[src/rtl/fix_output_buffer_pkg.sv]
// Shared types and helpers for the filter output buffer.
package fix_output_buffer_pkg;

    localparam int unsigned SAMPLE_W = 14;

    typedef logic [SAMPLE_W-1:0] sample_t;

    typedef enum logic [1:0] {
        EMPTY    = 2'd0,
        HAS_DATA = 2'd1,
        FULL     = 2'd2
    } buf_state_t;

    // Offset binary to two's complement: flip the MSB of a width-bit word.
    function automatic logic [31:0] to_signed(input logic [31:0] word, input int unsigned width);
        return word ^ (32'(1) << (width - 1));
    endfunction

endpackage

[src/rtl/fix_output_buffer_sync_fifo.sv]
// Synchronous FIFO with an explicit occupancy counter; pointers wrap modulo DEPTH.
module fix_output_buffer_sync_fifo #(
    parameter int unsigned WIDTH = 14,
    parameter int unsigned DEPTH = 16
) (
    input  logic                     clk,
    input  logic                     rst,
    input  logic                     clear,
    input  logic                     wr_en,
    input  logic [WIDTH-1:0]         wr_data,
    input  logic                     rd_en,
    output logic [WIDTH-1:0]         rd_data,
    output logic [$clog2(DEPTH):0]   level,
    output logic                     full,
    output logic                     empty
);
    localparam int unsigned PTR_W = $clog2(DEPTH);
    localparam int unsigned LVL_W = PTR_W + 1;

    logic [WIDTH-1:0] mem [DEPTH];
    logic [PTR_W-1:0] wr_ptr;
    logic [PTR_W-1:0] rd_ptr;

    // Storage is reset so the head word reads 0 straight out of reset.
    always_ff @(posedge clk or posedge rst) begin
        if (rst) begin
            for (int i = 0; i < int'(DEPTH); i++) begin
                mem[i] <= '0;
            end
            wr_ptr <= '0;
            rd_ptr <= '0;
            level  <= '0;
        end else if (clear) begin
            wr_ptr <= '0;
            rd_ptr <= '0;
            level  <= '0;
        end else begin
            if (wr_en) begin
                mem[wr_ptr] <= wr_data;
                wr_ptr      <= wr_ptr + PTR_W'(1);
            end
            if (rd_en) begin
                rd_ptr <= rd_ptr + PTR_W'(1);
            end
            case ({wr_en, rd_en})
                2'b10:   level <= level + LVL_W'(1);
                2'b01:   level <= level - LVL_W'(1);
                default: level <= level;
            endcase
        end
    end

    assign rd_data = mem[rd_ptr];
    assign full    = (level == LVL_W'(DEPTH));
    assign empty   = (level == '0);

endmodule

[src/rtl/fix_output_buffer.sv]
// Captures decimated filter words on the sample-clock edge, buffers them and
// streams them out on valid/ready while accounting for back-pressure drops.
module fix_output_buffer
    import fix_output_buffer_pkg::*;
#(
    parameter int unsigned WIDTH      = SAMPLE_W,
    parameter int unsigned DEPTH      = 16,
    parameter bit          SIGNED_OUT = 1'b1,
    parameter int unsigned CNT_W      = 8
) (
    input  logic                     clk,
    input  logic                     rst,
    input  logic                     sample_clk,
    input  logic                     sample_valid,
    input  logic [WIDTH-1:0]         sample_data,
    input  logic                     flush,
    output logic [WIDTH-1:0]         m_data,
    output logic                     m_valid,
    input  logic                     m_ready,
    output logic [$clog2(DEPTH):0]   level,
    output logic                     overflow,
    output logic [CNT_W-1:0]         drop_count
);
    localparam int unsigned LVL_W = $clog2(DEPTH) + 1;

    buf_state_t       state;
    buf_state_t       state_n;
    logic             sample_clk_q;
    logic             cap;
    logic             pop;
    logic             push;
    logic             drop;
    logic             full;
    logic             empty;
    logic [WIDTH-1:0] fmt_data;

    assign cap  = sample_clk & ~sample_clk_q & sample_valid;
    assign pop  = m_valid & m_ready & ~empty;
    assign push = cap & (~full | pop);
    assign drop = cap & full & ~pop;

    generate
        if (SIGNED_OUT) begin : g_signed
            assign fmt_data = WIDTH'(to_signed(32'(sample_data), WIDTH));
        end else begin : g_raw
            assign fmt_data = sample_data;
        end
    endgenerate

    fix_output_buffer_sync_fifo #(
        .WIDTH (WIDTH),
        .DEPTH (DEPTH)
    ) u_fifo (
        .clk     (clk),
        .rst     (rst),
        .clear   (flush),
        .wr_en   (push & ~flush),
        .wr_data (fmt_data),
        .rd_en   (pop & ~flush),
        .rd_data (m_data),
        .level   (level),
        .full    (full),
        .empty   (empty)
    );

    always_ff @(posedge clk or posedge rst) begin
        if (rst) begin
            sample_clk_q <= 1'b0;
            state        <= EMPTY;
            m_valid      <= 1'b0;
        end else begin
            sample_clk_q <= sample_clk;
            state        <= state_n;
            m_valid      <= (state_n != EMPTY);
        end
    end

    // Stream-side occupancy state; flush overrides any push/pop this cycle.
    always_comb begin
        state_n = state;
        if (flush) begin
            state_n = EMPTY;
        end else begin
            case (state)
                EMPTY: begin
                    if (push) state_n = HAS_DATA;
                end
                HAS_DATA: begin
                    if (pop && !push && level == LVL_W'(1)) begin
                        state_n = EMPTY;
                    end else if (push && !pop && level == LVL_W'(DEPTH - 1)) begin
                        state_n = FULL;
                    end
                end
                FULL: begin
                    if (pop && !push) state_n = HAS_DATA;
                end
                default: state_n = EMPTY;
            endcase
        end
    end

    // Sticky overflow flag and saturating drop counter.
    always_ff @(posedge clk or posedge rst) begin
        if (rst) begin
            overflow   <= 1'b0;
            drop_count <= '0;
        end else if (flush) begin
            overflow   <= 1'b0;
            drop_count <= '0;
        end else if (drop) begin
            overflow <= 1'b1;
            if (drop_count != {CNT_W{1'b1}}) begin
                drop_count <= drop_count + CNT_W'(1);
            end
        end
    end

endmodule

[config.mk]
export PLATFORM = sky130hd
export DESIGN_NAME = fix_output_buffer
export DESIGN_NICKNAME = d
export VERILOG_FILES = /design/src/rtl/fix_output_buffer_pkg.sv /design/src/rtl/fix_output_buffer_sync_fifo.sv /design/src/rtl/fix_output_buffer.sv
export SDC_FILE = /design/constraint.sdc
export NUM_CORES = 1
export LEC_CHECK = 0
export ABC_CLOCK_PERIOD_IN_PS = 10500
export CAP_MARGIN = 25
export CORE_UTILIZATION = 45
export DETAILED_ROUTE_END_ITERATION = 10
export PLACE_DENSITY = 0.69
export REMOVE_ABC_BUFFERS = 1
export SLEW_MARGIN = 20
export SYNTH_ARGS = -nofsm -noshare
export SYNTH_HDL_FRONTEND = slang
export SYNTH_SLANG_ARGS = --single-unit
[constraint.sdc]
create_clock -name clk -period 10.5 [get_ports clk]
set_input_delay 1.05 -clock clk [delete_from_list [all_inputs] [get_ports clk]]
set_output_delay 1.05 -clock clk [all_outputs]
set_load 0.01 [all_outputs]
==> flow_metrics.tcl, run 1 <==
set metrics [dict create \
    path_clk_slew_ps 60 \
    grt_max_degree 139 \
    layout_min_cycle_time_ps 4520 \
    synth_cell_types 57 \
    worst_pin_slew_ps 1030 \
    synth_fa_ha_area_share_pct 1.13 \
    dr_total_vias 6680 \
    synth_top_family_by_area "multiplexers" \
    yosysSeqAreaShare_pct 51.2 \
    synth-simple-area-share_pct 5.13 \
    worstHoldPathCells 2 \
    die_x_um 167 \
    met2_usage_pct 30.4 \
    multi_input_area_sq_um 5570 \
    hp-class "reg2reg" \
    cpMaxStageDelayCell "buf_4" \
    grtUsageMet1_pct 27.6 \
    final_common_cell "dfrtp_1" \
    critPathTopFamily "buffers and inverters" \
    ctsResizeCount 0 \
    p_leak_nw 6.35 \
    hold_viol_final 0 \
    fin_cells 1176 \
    cts_made_buffers 28 \
    grt_pass1_wl_um 41500 \
    synth_xor_area_share_pct 0.430 \
    hold_buffers 0 \
    finalSetupTns_ps 0 \
    core_area_sq_um 26400 \
    mostFrequentLayoutCells "dfrtp_1, mux2_2, mux2_4, mux4_2, clkdlybuf4s50_1" \
    syn_area_per_cell_sq_um 15.8 \
    synthToLayoutAreaGrowth_pct 15.0 \
    first_pass_iters 4 \
    clock.fmax_mhz 221 \
    p_total_mw 2.27 \
    max-vdd-ir-drop_mv 0.0998 \
    finalCritPeriodShare_pct 43.0 \
    seqCellArea_sq_um 6260 \
    port_buffers 48 \
    dpl.hpwl_um 14800 \
    clkSinkCount 250 \
    synth-edff-count 0 \
    crit_fanout 44 \
    wl_per_cell_um 21.4 \
    status "finished clean" \
    wirelength_um 25200 \
    worstPathCellList "buf_4, mux4_2, mux4_2, clkdlybuf4s50_1" \
    cp.depth 4 \
    path_class "reg2out" \
    viasPerCell 5.68 \
    antenna_found_initial 0 \
    diodes 0 \
    gp_congestion 0.749 \
    use_met3_pct 2.61 \
    drtIter0Drc 424 \
    path_buf_inv 2 \
    critPathLaunchType "register" \
    cts_max_level 1 \
    async_flop_share_pct 100 \
    synth.top_cell.area_share_pct 51.2 \
    post_cts_buffers 0 \
    drc 0 \
    grt_overflow_total 0 \
    drive_gt1_share_pct 45.8 \
    clkLatencyLatePin_ps 530 \
    grt_pass1_vias 7207 \
    fin_nets 852 \
    worstPathRequired_ps 9450 \
    rsz0062_at_grt "false" \
    fin_skew_ps 4.36 \
    synth_compound_area_share_pct 2.48 \
    grt_use_total_pct 19.0 \
    place_inst 1123 \
    cellPowerDensity_nw_per_um2 161 \
    cts_tree "yes" \
    fillerInstances 2123 \
    ys.warnings.count 0 \
    grt_busiest_layer "met2" \
    finalSetupViolCount 0 \
    rr_worst_depth 7 \
    cap_violations 0 \
    synth-seq-cells 250 \
    clock_path_buffers 3 \
    worstPathArrival_ps 3470 \
    dieArea_sq_um 27800 \
    syn-cell-area_sq_um 12200 \
    synth_mux_area_share_pct 36.1 \
    fp.dieH_um 167 \
    relSlewSlack_pct 31.5 \
    critPathMaxStageDelay_ps 720 \
    end_kind "output port" \
    path_common_cell "mux4_2" \
    maxSlewViolCount 0 \
    clockRootBuffer "clkbuf_16" \
    ys_top_cells_by_area "dfrtp_1, mux4_2, mux2_2" \
    synthFlopType "dfrtp_1" \
    synth_cells 775 \
    yosysTopAreaCell "dfrtp_1" \
    drtAntennaViolNets 0 \
    ios 49 \
    start_util_pct 46.4 \
    num_rows 59 \
]
## synthesized netlist by cell type, types with 4 or more instances
master and instances:
nand2b_1 5, dfrtp_1 250, nor3_4 8, buf_2 9, a21oi_1 12, nor2b_1 4, or4_1 4, mux4_2 70
nand3_1 13, ha_1 11, buf_12 4, inv_1 23, mux2i_1 17, nand2_1 10, nor3_1 15, mux2_4 74
buf_1 16, buf_4 8, nor2_1 13, buf_6 6, o21ai_0 6, clkbuf_1 10, mux2_2 138
## cells by family after synthesis
logic type | count (synthesis)
AO/OA/AOI/OAI | 38
XOR/XNOR | 6
adder cells (fa/ha/maj) | 11
buffers and inverters | 77
flip-flops | 250
multiplexers | 299
AND/OR/NAND/NOR | 94
## worst reg2reg max path, delay by kind of cell (launching register included)
kind	cells	cell delay, ps
flops	1	450
compound gates	1	220
fa+ha+maj	1	230
simple gates	2	1150
mux	1	360
buf+inv	2	470
## layout make-up
cell class | count | share of cell area [%]
well taps | 335 | 2.98
flip-flops and latches | 250 | 44.5
multi-input cells | 448 | 39.6
inverters | 23 | 0.667
clock buffers | 36 | 5.77
repair buffers | 70 | 4.92
clock inverters | 14 | 1.58
## worst paths after layout
check	startpoint	end	slack (ps)
worst max-delay path	u_fifo.rd_ptr[0]	m_data[1]	5980
worst min-delay path	u_fifo.mem[181]	u_fifo.mem[181]	490
worst max register to register	u_fifo.level[1]	u_fifo.mem[192]	7500
worst min register to register	u_fifo.mem[181]	u_fifo.mem[181]	490
max in group asynchronous	rst	u_fifo.mem[5]	7960
min in group asynchronous	rst	u_fifo.mem[171]	960
## per-stage QoR
stage | utilization, % | setup slack (ps) | area (sq um) | hold WS (ps)
detailed placement | 49.2 | 6430 | 13000 | 490
finish | 53.4 | 5980 | 14100 | 494
floorplan | - | 2580 | 11900 | 445
global placement | 49.1 | 6450 | 12900 | 481
global route | 53.4 | 5790 | 14100 | 512
CTS | 53.2 | 5860 | 14000 | 504
## where the power goes
part,switching (mW),total (mW),internal (mW)
Combinational,0.0821,0.185,0.103
Clock,0.389,1.08,0.688
Sequential,0.0168,1.01,0.990
Total,0.488,2.27,1.78
## metal layers
layer	wire length, um	share of wire [%]
met5	0	0
met4	439	1.7
met3	894	3.5
met2	12100	48
met1	11800	47
## registers in the layout, summed over array words and instances (netlist names)
register and count:
u_fifo.level 5, state 2, u_fifo.wr_ptr 4, u_fifo.mem 224, m_valid 1, sample_clk_q 1, overflow 1, u_fifo.rd_ptr 4
drop_count 8
Power figures use the tool's default switching activity.
==> run 2, diff against run 1 <==
--- a/config.mk
+++ b/config.mk
@@ -5,7 +5,7 @@
 export SDC_FILE = /design/constraint.sdc
 export NUM_CORES = 1
 export LEC_CHECK = 0
-export ABC_CLOCK_PERIOD_IN_PS = 10500
+export ABC_CLOCK_PERIOD_IN_PS = 4650
 export CAP_MARGIN = 25
 export CORE_UTILIZATION = 45
 export DETAILED_ROUTE_END_ITERATION = 10
==> constraint.sdc (replaced) <==
create_clock -name clk -period 4.65 [get_ports clk]
set_input_delay 0.465 -clock clk [delete_from_list [all_inputs] [get_ports clk]]
set_output_delay 0.465 -clock clk [all_outputs]
set_load 0.01 [all_outputs]
==> run 2 against run 1 <==
- die area is the same
- register-to-register slack lost 5800 ps
- sequential share of layout area grew 0.13 points
- critical endpoint is now m_data[0]
- largest power group is now registers
==> flow_metrics.tcl, run 2 (synthesis gave the netlist of run 1 again) <==
set metrics [dict create \
    status "finished clean" \
    final_area_sq_um 14000 \
    fp.dieH_um 167 \
    p_leak_nw 6.32 \
    die_x_um 167 \
    dr_total_vias 6727 \
    post_cts_buffers 0 \
    fin_skew_ps 22.2 \
    worstPathRequired_ps 4180 \
    largest_register_ffs 224 \
    num_rows 59 \
    hold_buffers 0 \
    dpl.hpwl_um 16000 \
    cap_violations 0 \
    finalSetupTns_ps 0 \
    layout_min_cycle_time_ps 3780 \
    diodes 0 \
    viasPerCell 5.70 \
    finalCritPeriodShare_pct 81.3 \
    drc 0 \
    drtIter0Drc 397 \
    ios 49 \
    final_common_cell "dfrtp_1" \
    clock.fmax_mhz 264 \
    rsz0062_at_grt "false" \
    wl_per_cell_um 22.3 \
    finalSetupViolCount 0 \
    worstPathArrival_ps 3320 \
    hp-class "in2async" \
    fin_ws_ps 868 \
    fin_nets 856 \
    wirelength_um 26300 \
    relSlewSlack_pct 27.5 \
    grt_pass1_wl_um 43100 \
    path_class "reg2out" \
    port_buffers 48 \
    fin_cells 1181 \
    synthToLayoutAreaGrowth_pct 14.7 \
    mostFrequentLayoutCells "dfrtp_1, mux2_2, mux2_4, mux4_2, clkdlybuf4s50_1" \
    path_clk_slew_ps 70 \
    post-place-ws_ps 1390 \
    worst_pin_slew_ps 1080 \
    gp_congestion 0.757 \
    start_util_pct 46.4 \
    grt_pass1_vias 7231 \
    place_inst 1127 \
    max-vdd-ir-drop_mv 0.278 \
    crit_path_start "u_fifo.rd_ptr[1]" \
    antenna_found_initial 0 \
    grt_max_degree 140 \
    cellPowerDensity_nw_per_um2 344 \
    r2r-start "u_fifo.level[1]" \
    cts_tree "yes" \
    clkSinkCount 250 \
    clkLatencyLatePin_ps 540 \
    ctsResizeCount 0 \
    crit_fanout 33 \
    core_area_sq_um 26400 \
    end_kind "output port" \
    hold_viol_final 0 \
    largestRegisters "u_fifo.mem x224, drop_count x8, u_fifo.level x5" \
    maxSlewViolCount 0 \
    cts_made_buffers 27 \
    clockRootBuffer "clkbuf_16" \
    grt_use_total_pct 19.8 \
    placed_area_sq_um 13000 \
    grt_overflow_total 0 \
    cts_max_level 1 \
    first_pass_iters 5 \
    critPathLaunchType "register" \
    dieArea_sq_um 27800 \
    drive_gt1_share_pct 46.0 \
    post-route-util_pct 53.2 \
    largest-register "u_fifo.mem" \
    clock_path_buffers 3 \
    drtAntennaViolNets 0 \
]
-- run 2: critical path, cell delays in order (launching register included) --
cell and delay, ps:
dfrtp_2 1010, buf_4 410, mux4_2 330, mux4_2 500, clkdlybuf4s50_1 490
-- run 2: report_power, final --
part           total, mW  internal [mW]  switching (mW)
clock network       2.13           1.26           0.871
logic              0.422          0.235           0.187
registers           2.27           2.24          0.0393
total               4.83           3.73            1.10
-- run 2: cell type report --
cell class,count,area [sq um]
clock buffer,38,807
fill,2126,12300
multi-input combinational,448,5570
clock inverter,12,98.8
timing repair buffer,75,779
tap,335,419
inverter,23,93.8
sequential,250,6260
-- run 2: path summary, 6_finish.rpt --
path / slack, ps / endpoint / cells past startpoint
worst max-delay path: 870 / m_data[0] / 4
worst min-delay path: 380 / u_fifo.mem[171] / 2
worst max register to register: 1700 / u_fifo.mem[105] / 7
worst min register to register: 500 / u_fifo.mem[181] / 2
max in group asynchronous: 3080 / u_fifo.mem[102] / 4
min in group clk: 420 / sample_clk_q / 1
-- run 2: routing by layer --
| layer | part of all wire, % | GRT usage, % | wire [um] |
|---|---|---|---|
| met1 | 47 | 29.1 | 12400 |
| met2 | 47 | 31.6 | 12500 |
| met3 | 3.6 | 2.59 | 945 |
| met4 | 1.7 | 4.39 | 459 |
| met5 | 0 | 0 | 0 |
-- run 2: through the flow --
step           total power [mW]  hold WS, ps
3_5_place_dp               2.74          482
5_1_grt                    5.01          429
3_3_place_gp               2.73          467
4_1_cts                    4.88          405
2_1_floorplan              2.56          445
6_report                   4.83          383
==> run 3, diff against run 2 <==
--- a/config.mk
+++ b/config.mk
@@ -5,11 +5,11 @@
 export SDC_FILE = /design/constraint.sdc
 export NUM_CORES = 1
 export LEC_CHECK = 0
-export ABC_CLOCK_PERIOD_IN_PS = 4650
+export ABC_CLOCK_PERIOD_IN_PS = 3300
 export CAP_MARGIN = 25
 export CORE_UTILIZATION = 45
 export DETAILED_ROUTE_END_ITERATION = 10
-export PLACE_DENSITY = 0.69
+export PLACE_DENSITY = 0.71
 export REMOVE_ABC_BUFFERS = 1
 export SLEW_MARGIN = 20
 export SYNTH_ARGS = -nofsm -noshare
==> constraint.sdc (replaced) <==
create_clock -name clk -period 3.3 [get_ports clk]
set_input_delay 0.33 -clock clk [delete_from_list [all_inputs] [get_ports clk]]
set_output_delay 0.33 -clock clk [all_outputs]
set_load 0.01 [all_outputs]
==> run 3 against run 2 <==
- clock skew is 3.4 ps higher
- via count increased by 0.34%
- count of clock-buffer cells in the layout shrank 2
- largest power group unchanged
- non-clock buffer count rose by 11
- critical path type unchanged
- global-route usage is 0.10 points lower
==> flow_metrics.tcl, run 3 (synthesis gave the netlist of run 1 again) <==
set metrics [dict create \
    post-place-ws_ps 474 \
    synthToLayoutAreaGrowth_pct 15.8 \
    multi_input_area_sq_um 5570 \
    relSlewSlack_pct 42.4 \
    grt_busiest_layer "met2" \
    clkLatencyLatePin_ps 560 \
    wl_per_cell_um 22.1 \
    grtUsageMet1_pct 28.6 \
    p_switching_mw 1.58 \
    diodes 0 \
    worstPathCellList "buf_4, mux4_2, mux4_2, clkdlybuf4s50_1" \
    hold_viol_final 0 \
    largest_register_ffs 224 \
    first_pass_iters 4 \
    drc 0 \
    drive_gt1_share_pct 46.4 \
    use_met3_pct 2.59 \
    largest-register "u_fifo.mem" \
    cellPowerDensity_nw_per_um2 494 \
    combPwrFrac_pct 8.6 \
    path_common_cell "mux4_2" \
    finalSetupViolCount 0 \
    fin_skew_ps 25.6 \
    final_common_cell "dfrtp_1" \
    gp_congestion 0.762 \
    grt_pass1_wl_um 42800 \
    hold_buffers 0 \
    critPathLaunchType "register" \
    intPower_mw 5.42 \
    viasPerCell 5.67 \
    worstPathRequired_ps 2970 \
    start_util_pct 46.4 \
    seqCellArea_sq_um 6260 \
    clkSinkCount 250 \
    layout_min_cycle_time_ps 3160 \
    cts_tree "yes" \
    end_kind "output port" \
    largestRegisters "u_fifo.mem x224, drop_count x8, u_fifo.level x5" \
    max-vdd-ir-drop_mv 0.354 \
    core_area_sq_um 26400 \
    p_seq_share_pct 45.8 \
    drtAntennaViolNets 0 \
    num_rows 59 \
    mostFrequentLayoutCells "dfrtp_1, mux2_2, mux2_4, mux4_2, clkdlybuf4s50_1" \
    wirelength_um 26300 \
    ios 49 \
    cpMaxStageDelayCell "dfrtp_4" \
    dr_total_vias 6750 \
    fin_nets 867 \
    clock_path_buffers 3 \
    grt_max_degree 76 \
    rsz0062_at_grt "false" \
    antenna_found_initial 0 \
    worstPathArrival_ps 2830 \
    path_class "reg2out" \
    cts_made_buffers 27 \
    finalCritPeriodShare_pct 95.7 \
    fp.dieH_um 167 \
    path_clk_slew_ps 60 \
    grt_pass1_vias 7257 \
    p_leak_nw 6.40 \
    finalSetupTns_ps 0 \
    worst_pin_slew_ps 864 \
    hp-class "in2async" \
    die_x_um 167 \
    status "finished clean" \
    clockRootBuffer "clkbuf_16" \
    fin_ws_ps 142 \
    maxSlewViolCount 0 \
    crit_fanout 8 \
    drtIter0Drc 371 \
    cts_max_level 1 \
    port_buffers 48 \
    clock.fmax_mhz 317 \
    grt_use_total_pct 19.7 \
    fillerInstances 2108 \
    cap_violations 0 \
    grt_overflow_total 0 \
    power_frac_clock_pct 45.6 \
    p_sw_share_pct 22.6 \
    met2_usage_pct 31.8 \
    critPathMaxStageDelay_ps 530 \
    dpl.hpwl_um 16100 \
    dieArea_sq_um 27800 \
]
[run 3: cell types whose count changed in the layout (fill, tap and decap cells not counted), sizes merged]
cell and change:
clkinvlp -3, buf +11, bufinv +3, clkinv +1, clkbuf -2
[run 3: area by class of cell]
| cell class | instances | share of cell area [%] |
|---|---|---|
| timing repair buffer | 86 | 6.20 |
| multi-input combinational | 448 | 39.3 |
| inverter | 23 | 0.663 |
| tap | 335 | 2.96 |
| clock inverter | 13 | 1.29 |
| clock buffer | 36 | 5.36 |
| sequential | 250 | 44.2 |
[run 3: critical path, delay by kind of cell (launching register included)]
kind / cells / cell delay [ps]
multiplexers: 2 / 1010
flip-flops: 1 / 530
buffers and inverters: 2 / 740
[run 3: repair_timing]
| action | in CTS | in global routing |
|---|---|---|
| gates resized for setup | 0 | 0 |
| endpoints found under the setup margin | 12 | 0 |
| setup buffers | 2 | 0 |
[run 3: final timing paths]
| check | start | slack, ps | to | depth (start not counted) |
|---|---|---|---|---|
| worst max-delay path | u_fifo.rd_ptr[0] | 140 | m_data[10] | 4 |
| worst min-delay path | rst | 210 | u_fifo.mem[167] | 2 |
| worst max register to register | u_fifo.level[1] | 650 | u_fifo.mem[14] | 8 |
| worst min register to register | u_fifo.mem[181] | 480 | u_fifo.mem[181] | 2 |
| max in group asynchronous | rst | 2390 | u_fifo.mem[60] | 3 |
| min in group clk | sample_clk | 280 | sample_clk_q | 1 |
[run 3: per-stage QoR]
step	power (mW)	instances	utilization [%]	area, sq um	hold WS (ps)
2_1_floorplan	3.60	721	-	11900	361
3_3_place_gp	3.86	1140	50.1	13200	474
3_5_place_dp	3.87	1140	50.1	13200	472
4_1_cts	7.07	1191	53.7	14200	214
5_1_grt	7.25	1191	53.7	14200	255
6_report	7.00	1191	53.7	14200	210
[run 3: power by group through the flow]
| stage | clock network [mW] | logic [mW] | registers [mW] |
|---|---|---|---|
| floorplan | 0 | 0.355 | 3.25 |
| global placement | 0 | 0.605 | 3.26 |
| detailed placement | 0 | 0.617 | 3.25 |
| CTS | 3.25 | 0.618 | 3.20 |
| global route | 3.38 | 0.656 | 3.21 |
| finish | 3.19 | 0.604 | 3.20 |
[run 3: layer usage]
| layer | wire [um] | part of all wire, % |
|---|---|---|
| met5 | 0 | 0 |
| met4 | 400 | 1.5 |
| met3 | 1660 | 6.3 |
| met2 | 12500 | 47 |
| met1 | 11800 | 45 |
